<file path="src/rtl/tdm_demux_if.sv">
// Bus bundle for tdm_demux: serial input side plus the recovered parallel channel words.
// The master modport drives the serial stream; the slave modport is the demultiplexer.
interface tdm_demux_if #(
    parameter int unsigned N = 4,
    parameter int unsigned W = 8
);
    logic           din;
    logic           din_valid;
    logic           sync;
    logic [N*W-1:0] ch_data;
    logic           frame_valid;
    logic           locked;
    logic           sync_err;

    modport master (
        output din, din_valid, sync,
        input  ch_data, frame_valid, locked, sync_err
    );

    modport slave (
        input  din, din_valid, sync,
        output ch_data, frame_valid, locked, sync_err
    );
endinterface

</file>
<file path="src/rtl/tdm_demux.sv">
// Time-division demultiplexer: shifts a sync-framed serial stream into N slot words of W bits
// and publishes all channels together, one cycle after the last bit of each frame.
module tdm_demux #(
    parameter int unsigned N = 4,
    parameter int unsigned W = 8
) (
    input  logic         clk,
    input  logic         rst,
    tdm_demux_if.slave   bus
);
    localparam int unsigned BW = $clog2(W);
    localparam int unsigned SW = $clog2(N);
    localparam logic [BW-1:0] LastBit  = BW'(W - 1);
    localparam logic [SW-1:0] LastSlot = SW'(N - 1);

    typedef enum logic [0:0] {StHunt, StRun} state_e;

    state_e               state_q, state_d;
    logic [BW-1:0]        bit_cnt_q, bit_cnt_d;
    logic [SW-1:0]        slot_cnt_q, slot_cnt_d;
    logic [N-1:0][W-1:0]  stage_q, stage_d;
    logic [N*W-1:0]       ch_data_q;
    logic                 done_q, done_d;
    logic                 frame_valid_q;
    logic                 locked_q;
    logic                 sync_err_q, err_d;
    logic                 start_frame;
    logic                 frame_start_pos;

    // In RUN a sync always leaves bit_cnt at 1, so 0/0 only occurs right after a full frame.
    assign frame_start_pos = (bit_cnt_q == '0) && (slot_cnt_q == '0);

    always_comb begin
        state_d     = state_q;
        bit_cnt_d   = bit_cnt_q;
        slot_cnt_d  = slot_cnt_q;
        stage_d     = stage_q;
        done_d      = 1'b0;
        err_d       = 1'b0;
        start_frame = 1'b0;

        if (bus.din_valid) begin
            unique case (state_q)
                StHunt: begin
                    start_frame = bus.sync;
                end
                StRun: begin
                    if (frame_start_pos) begin
                        if (bus.sync) begin
                            start_frame = 1'b1;
                        end else begin
                            err_d   = 1'b1;
                            state_d = StHunt;
                        end
                    end else if (bus.sync) begin
                        err_d       = 1'b1;
                        start_frame = 1'b1;
                    end else begin
                        stage_d[slot_cnt_q] = {stage_q[slot_cnt_q][W-2:0], bus.din};
                        if (bit_cnt_q == LastBit) begin
                            bit_cnt_d = '0;
                            if (slot_cnt_q == LastSlot) begin
                                slot_cnt_d = '0;
                                done_d     = 1'b1;
                            end else begin
                                slot_cnt_d = slot_cnt_q + SW'(1);
                            end
                        end else begin
                            bit_cnt_d = bit_cnt_q + BW'(1);
                        end
                    end
                end
                default: state_d = StHunt;
            endcase
        end

        // The sync beat is the MSB of slot 0; W-1 further shifts carry it into place.
        if (start_frame) begin
            stage_d    = '0;
            stage_d[0] = {{(W-1){1'b0}}, bus.din};
            bit_cnt_d  = BW'(1);
            slot_cnt_d = '0;
            state_d    = StRun;
        end
    end

    always_ff @(posedge clk or posedge rst) begin
        if (rst) begin
            state_q       <= StHunt;
            bit_cnt_q     <= '0;
            slot_cnt_q    <= '0;
            stage_q       <= '0;
            ch_data_q     <= '0;
            done_q        <= 1'b0;
            frame_valid_q <= 1'b0;
            locked_q      <= 1'b0;
            sync_err_q    <= 1'b0;
        end else begin
            state_q       <= state_d;
            bit_cnt_q     <= bit_cnt_d;
            slot_cnt_q    <= slot_cnt_d;
            stage_q       <= stage_d;
            done_q        <= done_d;
            // Copies the completed frame from stage_q while a new frame may already be loading.
            if (done_q) begin
                ch_data_q <= stage_q;
            end
            frame_valid_q <= done_q;
            locked_q      <= (state_d == StRun);
            sync_err_q    <= err_d;
        end
    end

    assign bus.ch_data     = ch_data_q;
    assign bus.frame_valid = frame_valid_q;
    assign bus.locked      = locked_q;
    assign bus.sync_err    = sync_err_q;
endmodule

</file>
<file path="src/flat_wrapper.sv">
// flat-port wrapper written by rule: the top's interface ports become plain ports
module tdm_demux_flat 
#(
    parameter int unsigned N = 4,
    parameter int unsigned W = 8
)
  (clk, rst, bus_din, bus_din_valid, bus_sync, bus_ch_data, bus_frame_valid, bus_locked, bus_sync_err);
  tdm_demux_if #(.N(N), .W(W)) bus_i ();
  input  logic clk;
  input  logic rst;
  input wire logic [$bits(bus_i.din)-1:0] bus_din;
  input wire logic [$bits(bus_i.din_valid)-1:0] bus_din_valid;
  input wire logic [$bits(bus_i.sync)-1:0] bus_sync;
  output wire logic [$bits(bus_i.ch_data)-1:0] bus_ch_data;
  output wire logic [$bits(bus_i.frame_valid)-1:0] bus_frame_valid;
  output wire logic [$bits(bus_i.locked)-1:0] bus_locked;
  output wire logic [$bits(bus_i.sync_err)-1:0] bus_sync_err;
  assign bus_i.din = bus_din;
  assign bus_i.din_valid = bus_din_valid;
  assign bus_i.sync = bus_sync;
  assign bus_ch_data = bus_i.ch_data;
  assign bus_frame_valid = bus_i.frame_valid;
  assign bus_locked = bus_i.locked;
  assign bus_sync_err = bus_i.sync_err;
  tdm_demux #(.N(N), .W(W)) u_core (.clk(clk), .rst(rst), .bus(bus_i));
endmodule
</file>
<file path="config.mk">
export PLATFORM = sky130hd
export DESIGN_NAME = tdm_demux_flat
export DESIGN_NICKNAME = d
export VERILOG_FILES = /design/src/rtl/tdm_demux_if.sv /design/src/rtl/tdm_demux.sv /design/src/flat_wrapper.sv
export SDC_FILE = /design/constraint.sdc
export NUM_CORES = 1
export LEC_CHECK = 0
export CAP_MARGIN = 20
export CORE_MARGIN = 4
export CORE_UTILIZATION = 50
export DETAILED_ROUTE_END_ITERATION = 12
export PLACE_DENSITY = 0.83
export SLEW_MARGIN = 20
export SYNTH_ARGS = -nofsm -noshare
export SYNTH_HDL_FRONTEND = slang
export SYNTH_SLANG_ARGS = --single-unit
</file>
<file path="constraint.sdc">
create_clock -name clk -period 4.14 [get_ports clk]
set_input_delay 0.828 -clock clk [delete_from_list [all_inputs] [get_ports clk]]
set_output_delay 0.828 -clock clk [all_outputs]
set_load 0.01 [all_outputs]
</file>
# Word-level counts from Yosys, hierarchy flattened
# Cells that the tools add are included.
[word_totals]
ff_bits = 73
in_bits = 5
out_inout_bits = 35
[op_classes]
n_addsub = 2
n_lt_le_gt_ge = 2
eq_ne = 4
muxes = 40
bitwise_logic = 1
reduce_logical = 9
[ops]
columns = ["operator", "count"]
rows = [
  ["$mux W32", 5],
  ["$bwmux W32", 1],
  ["$mux W3", 6],
  ["$bmux W8 S2", 1],
  ["$demux W8 S2", 1],
  ["$mux W1", 16],
  ["$mux W2", 7],
  ["$mux W8", 1],
  ["$mux W7", 1],
  ["$reduce_bool A2 Y1", 3],
  ["$reduce_and A5 Y1", 1],
  ["$ne A2 B1 Y1 const B", 2],
  ["$reduce_and A4 Y1", 1],
  ["$add A3 B1 Y3 const B", 1],
  ["$eq A3 B3 Y1 const B", 1],
  ["$logic_not A3 Y1", 1],
  ["$lt A2 B3 Y1 const B", 1],
  ["$add A2 B1 Y2 const B", 1],
  ["$eq A2 B2 Y1 const B", 1],
  ["$ge A2 B1 Y1 const B", 1],
  ["$logic_and A1 B1 Y1", 2],
  ["$logic_not A2 Y1", 1],
  ["$pmux W1 S2", 1],
  ["$not A1 Y1", 1],
]

# Depth between registers and ports, before layout
[depth]
ltp_word = 10
ltp_mapped = 8
ltp_nobuf = 6

# Worst setup path after synthesis
# Ideal clock, no wire load.
[synth_path]
path_kind = "register to register"
from = "register u_core.slot_cnt_q[1]"
to = "register u_core.stage_q[10] (netlist bit)"
setup_time_ns = 0.132
arrival_ns = 1.759
setup_slack_ns = 2.249
stages_incl_launch_ff = 9
n_path_buf = 2
synth_period_minus_slack_ns = 1.891
path_cell_list = "dfrtp_1 > clkbuf_1 > inv_1 > ha_1 > and3b_2 > nor3b_2 > buf_6 > mux2i_1 > nor2_1"
[synth_via]
elab_chain_cells = 10
[synth_rtl]
columns = ["element", "line", "rtl"]
rows = [
  ["start: declaration", "tdm_demux.sv:20", "logic [SW-1:0] slot_cnt_q, slot_cnt_d;"],
  ["start signal: assignment", "tdm_demux.sv:101", "slot_cnt_q <= slot_cnt_d;"],
  ["$lt A2 B3 Y1 (implied by the code) or $ge A2 B1 Y1 (tied branches)", "tdm_demux.sv:59", "stage_d[slot_cnt_q] = {stage_q[slot_cnt_q][W-2:0], bus.din};"],
  ["$logic_and A1 B1 Y1 (implied by the code)", "tdm_demux.sv:59", ""],
  ["$mux W8 (implied by the code)", "tdm_demux.sv:59", ""],
  ["$demux W8 S2", "--", ""],
  ["$bwmux W32", "tdm_demux.sv:59", ""],
  ["$mux W32", "tdm_demux.sv:55", "end else if (bus.sync) begin"],
  ["$mux W32", "tdm_demux.sv:48", "if (frame_start_pos) begin"],
  ["$mux W32", "tdm_demux.sv:43", "unique case (state_q)"],
  ["$mux W32", "tdm_demux.sv:42", "if (bus.din_valid) begin"],
  ["$mux W32", "tdm_demux.sv:78", "if (start_frame) begin"],
  ["end signal: assignment", "tdm_demux.sv:102", "stage_q <= stage_d;"],
  ["end: declaration", "tdm_demux.sv:21", "logic [N-1:0][W-1:0] stage_q, stage_d;"],
]
# Several ways; a longest one is shown, not always the timed one. The select of a mux whose other input is x is not followed.
# A chain may end at the register's enable or synchronous reset.

# Worst setup path after layout
[layout_path]
from = "register u_core.slot_cnt_q[0]"
to = "register u_core.stage_q[15] (netlist bit)"
# The elaborated chain is that of the path after synthesis.

==> results.sh <==
export IMPL_dp_hpwl_um=4140
export IMPL_initialDrtViolationCount=136
export IMPL_hold_slack_ns=0.497
export IMPL_fillers=470
export IMPL_syn2layout_area_growth_pct=19.6
export IMPL_clock_latency_ns=0.34
export IMPL_fin_worst_skew_ns=0.00998
export IMPL_ir_drop_v=0.000240
export IMPL_drive_gt1_frac=0.234
export IMPL_htree_levels=3
export IMPL_critPathRequiredTime_ns=4.34
export IMPL_std_cell_rows=28
export IMPL_setup_violations=0
export IMPL_syn_num_nets=236
export IMPL_hold_buffers=0
export IMPL_end_kind="register"
export IMPL_min_period_ns=2.68
export IMPL_cp_start_kind="register"
export IMPL_ant_nets=0
export IMPL_cts_root_buf="clkbuf_8"
export IMPL_vias=1896
export IMPL_cts_resized=0
export IMPL_syn_avg_cell_area_um2=14.1
export IMPL_routed_via_density=5.51
export IMPL_crit_arrival_ns=2.88
export IMPL_die_area_mm2=0.00764
export IMPL_synthCells=224
export IMPL_ctsLongestPathBuffers=2
export IMPL_wl_per_cell_um=17.4
export IMPL_synth_top_area_frac=0.579
export IMPL_outcome="completed"
export IMPL_fin_cells=344
export IMPL_post_synth_top_area_cell="dfrtp_1"
export IMPL_post_cts_buffers=0
export IMPL_tns_ns=0
export IMPL_grt_setup_unrepaired="no"
export IMPL_grt_pass1_vias=2025
export IMPL_crit_path_cell_trace="inv_1, ha_1, and3b_2, nor3b_2, mux2i_1, nor2_1"
export IMPL_clkTransAtPathRegs_ns=0.08
export IMPL_finalWeightedCongestion=0.827
export IMPL_tritoncts="built"
export IMPL_core_area_mm2=0.00603
export IMPL_wirelength_um=5970
export IMPL_ys_warnings_count=0
export IMPL_worst_slew_pin_slew_ns=1.09
export IMPL_leakagePower_uw=0.00175
export IMPL_hold_viol_final=0
export IMPL_die_y_um=87.4
export IMPL_io_buffers=39
export IMPL_start_util=0.523
export IMPL_fin_nets=277
export IMPL_grt_max_degree=40
export IMPL_rrSetupSlack_ns=1.46
export IMPL_synth_fa_ha_area_frac=0.0278
export IMPL_yosys_area_share_xor_xnor=0.00278
export IMPL_max_stage_delay_ns=0.77
export IMPL_hp_class="reg2reg"
export IMPL_worst_slack_ns=1.46
export IMPL_cp_num_buf_inv=1
export IMPL_slowest_stage="nor3b_2"
export IMPL_antenna_cells=0
export IMPL_drc=0
export IMPL_ys_ff_latch=73
export IMPL_ys_types=30
export IMPL_pin_count=40
export IMPL_synth_compound_area_frac=0.0325
export IMPL_finalCritPeriodShare=0.648
export IMPL_post_place_ws_ns=1.27
export IMPL_ys_top_cells_by_area="dfrtp_1, mux2_2, mux2i_1"
export IMPL_drv_slew=0
export IMPL_antenna_found_initial=0
export IMPL_dieWidth_um=87.4
export IMPL_grt_ovfl_total=0
export IMPL_yosys_area_share_simple=0.0746
export IMPL_critPathKind="reg2reg"
export IMPL_clock_sinks=73
export IMPL_fmax_ghz=0.373
export IMPL_power_per_cell_area_mw_per_mm2=396
export IMPL_cap_violations=0
export IMPL_synth_top_family_by_area="multiplexers"
export IMPL_grt_pass1_wl_um=10100
export IMPL_cts_buffers=9
export IMPL_crit_fanout=12
export IMPL_maxSlewHeadroom=0.276
export IMPL_syn_area_mm2=0.00315
export IMPL_dr_pass1_iters=4
export IMPL_path_delay_family="simple AND/OR/NAND/NOR gates"
export IMPL_place_inst=329
export IMPL_yosysSeqAreaShare=0.579
export IMPL_synthMuxAreaShare=0.250
export IMPL_power_uw=1490
export IMPL_track_usage=0.178
==> cell families after synthesis <==
family | after synthesis
buffers and inverters | 18
AO/OA/AOI/OAI | 13
XOR/XNOR | 1
adder cells (fa/ha/maj) | 7
multiplexers | 66
flip-flops | 73
AND/OR/NAND/NOR | 46
==> area by class of cell <==
| class | instances | area (µm²) | share of cell area |
|---|---|---|---|
| Clock buffer | 10 | 138 | 0.0365 |
| Clock inverter | 5 | 56.3 | 0.0149 |
| Inverter | 6 | 22.5 | 0.00597 |
| Multi-Input combinational cell | 133 | 1220 | 0.324 |
| Sequential cell | 73 | 1830 | 0.484 |
| Tap cell | 75 | 93.8 | 0.0249 |
| Timing Repair Buffer | 42 | 413 | 0.109 |
==> through the flow <==
| step | area (µm²) | util |
|---|---|---|
| after floorplan | 3150 | - |
| after global placement | 3580 | 0.594 |
| after detailed placement | 3580 | 0.594 |
| after CTS | 3770 | 0.626 |
| after global routing | 3770 | 0.626 |
| final | 3770 | 0.626 |
==> report_power, final <==
group	total (µW)	switching, µW	leakage (µW)	internal, µW
Combinational	177	100	0.000640	76.7
Clock	550	260	0.0000981	290
Sequential	768	28.5	0.00101	739
Total	1490	388	0.00175	1110
==> worst register-to-register path: cells and delay by family, from the launching register on <==
| kind | cells | cell delay (ns) |
|---|---|---|
| simple gates | 3 | 1.07 |
| fa+ha+maj | 1 | 0.27 |
| mux | 1 | 0.30 |
| flops | 1 | 0.73 |
| buf+inv | 1 | 0.16 |
==> synth_stat cells <==
cell,number
mux2i_1,26
nand2_2,1
nor3b_2,3
mux2_1,3
nor3_2,1
or3_1,1
nand2_1,3
nor2_1,28
clkbuf_1,3
buf_2,5
xnor2_1,1
ha_1,7
nand2b_1,1
nand3_1,1
dfrtp_1,73
o21ai_2,1
mux2_2,30
nor3_1,1
nand3b_1,1
a21oi_1,2
inv_1,6
and2_1,1
and3b_2,1
a211o_1,1
buf_6,4
nand4_1,1
mux4_2,7
a22o_1,8
and3_1,2
o21ai_0,1
==> metal layers <==
layer,vias to the layer above,share of wire,track usage,wire length [µm]
li1,872,-,-,-
met1,975,0.46,0.232,2720
met2,40,0.49,0.284,2930
met3,9,0.034,0.0407,206
met4,0,0.019,0.0795,116
met5,-,0,0,0
==> cell usage in the layout (no fill, tap or decap), types with 5 or more instances in the layout <==
cell type,netlist,layout
dfrtp_1,73,73
a22o_1,8,8
mux4_2,7,7
inv_1,6,5
mux2_2,30,30
mux2i_1,26,26
nor2_1,28,28
clkbuf_8,0,10
ha_1,7,7
clkdlybuf4s50_1,0,39
==> sequential cells by signal, summed over array words and instances (netlist names) <==
name / cells
u_core.bus.frame_valid: 1
u_core.stage_q: 32
u_core.done_q: 1
u_core.state_q: 1
u_core.bus.ch_data: 32
u_core.slot_cnt_q: 2
u_core.bit_cnt_q: 3
u_core.bus.sync_err: 1
==> path summary, 6_finish.rpt <==
| kind | depth (start not counted) | end | start |
|---|---|---|---|
| worst max register to register | 6 | u_core.stage_q[15]$_DFFE_PP0P_ | u_core.slot_cnt_q[0]$_DFFE_PP0P_ |
| min in group asynchronous | 2 | u_core.stage_q[1]$_DFFE_PP0P_ | rst |
| worst min register to register | 1 | u_core.bus.ch_data[25]$_DFFE_PP0P_ | u_core.bus.ch_data[25]$_DFFE_PP0P_ |
| max in group asynchronous | 3 | u_core.stage_q[8]$_DFFE_PP0P_ | rst |
| worst min-delay path | 1 | u_core.bus.ch_data[25]$_DFFE_PP0P_ | u_core.bus.ch_data[25]$_DFFE_PP0P_ |
| worst max-delay path | 6 | u_core.stage_q[15]$_DFFE_PP0P_ | u_core.slot_cnt_q[0]$_DFFE_PP0P_ |
Note: power is estimated with default switching activity, not from simulation.
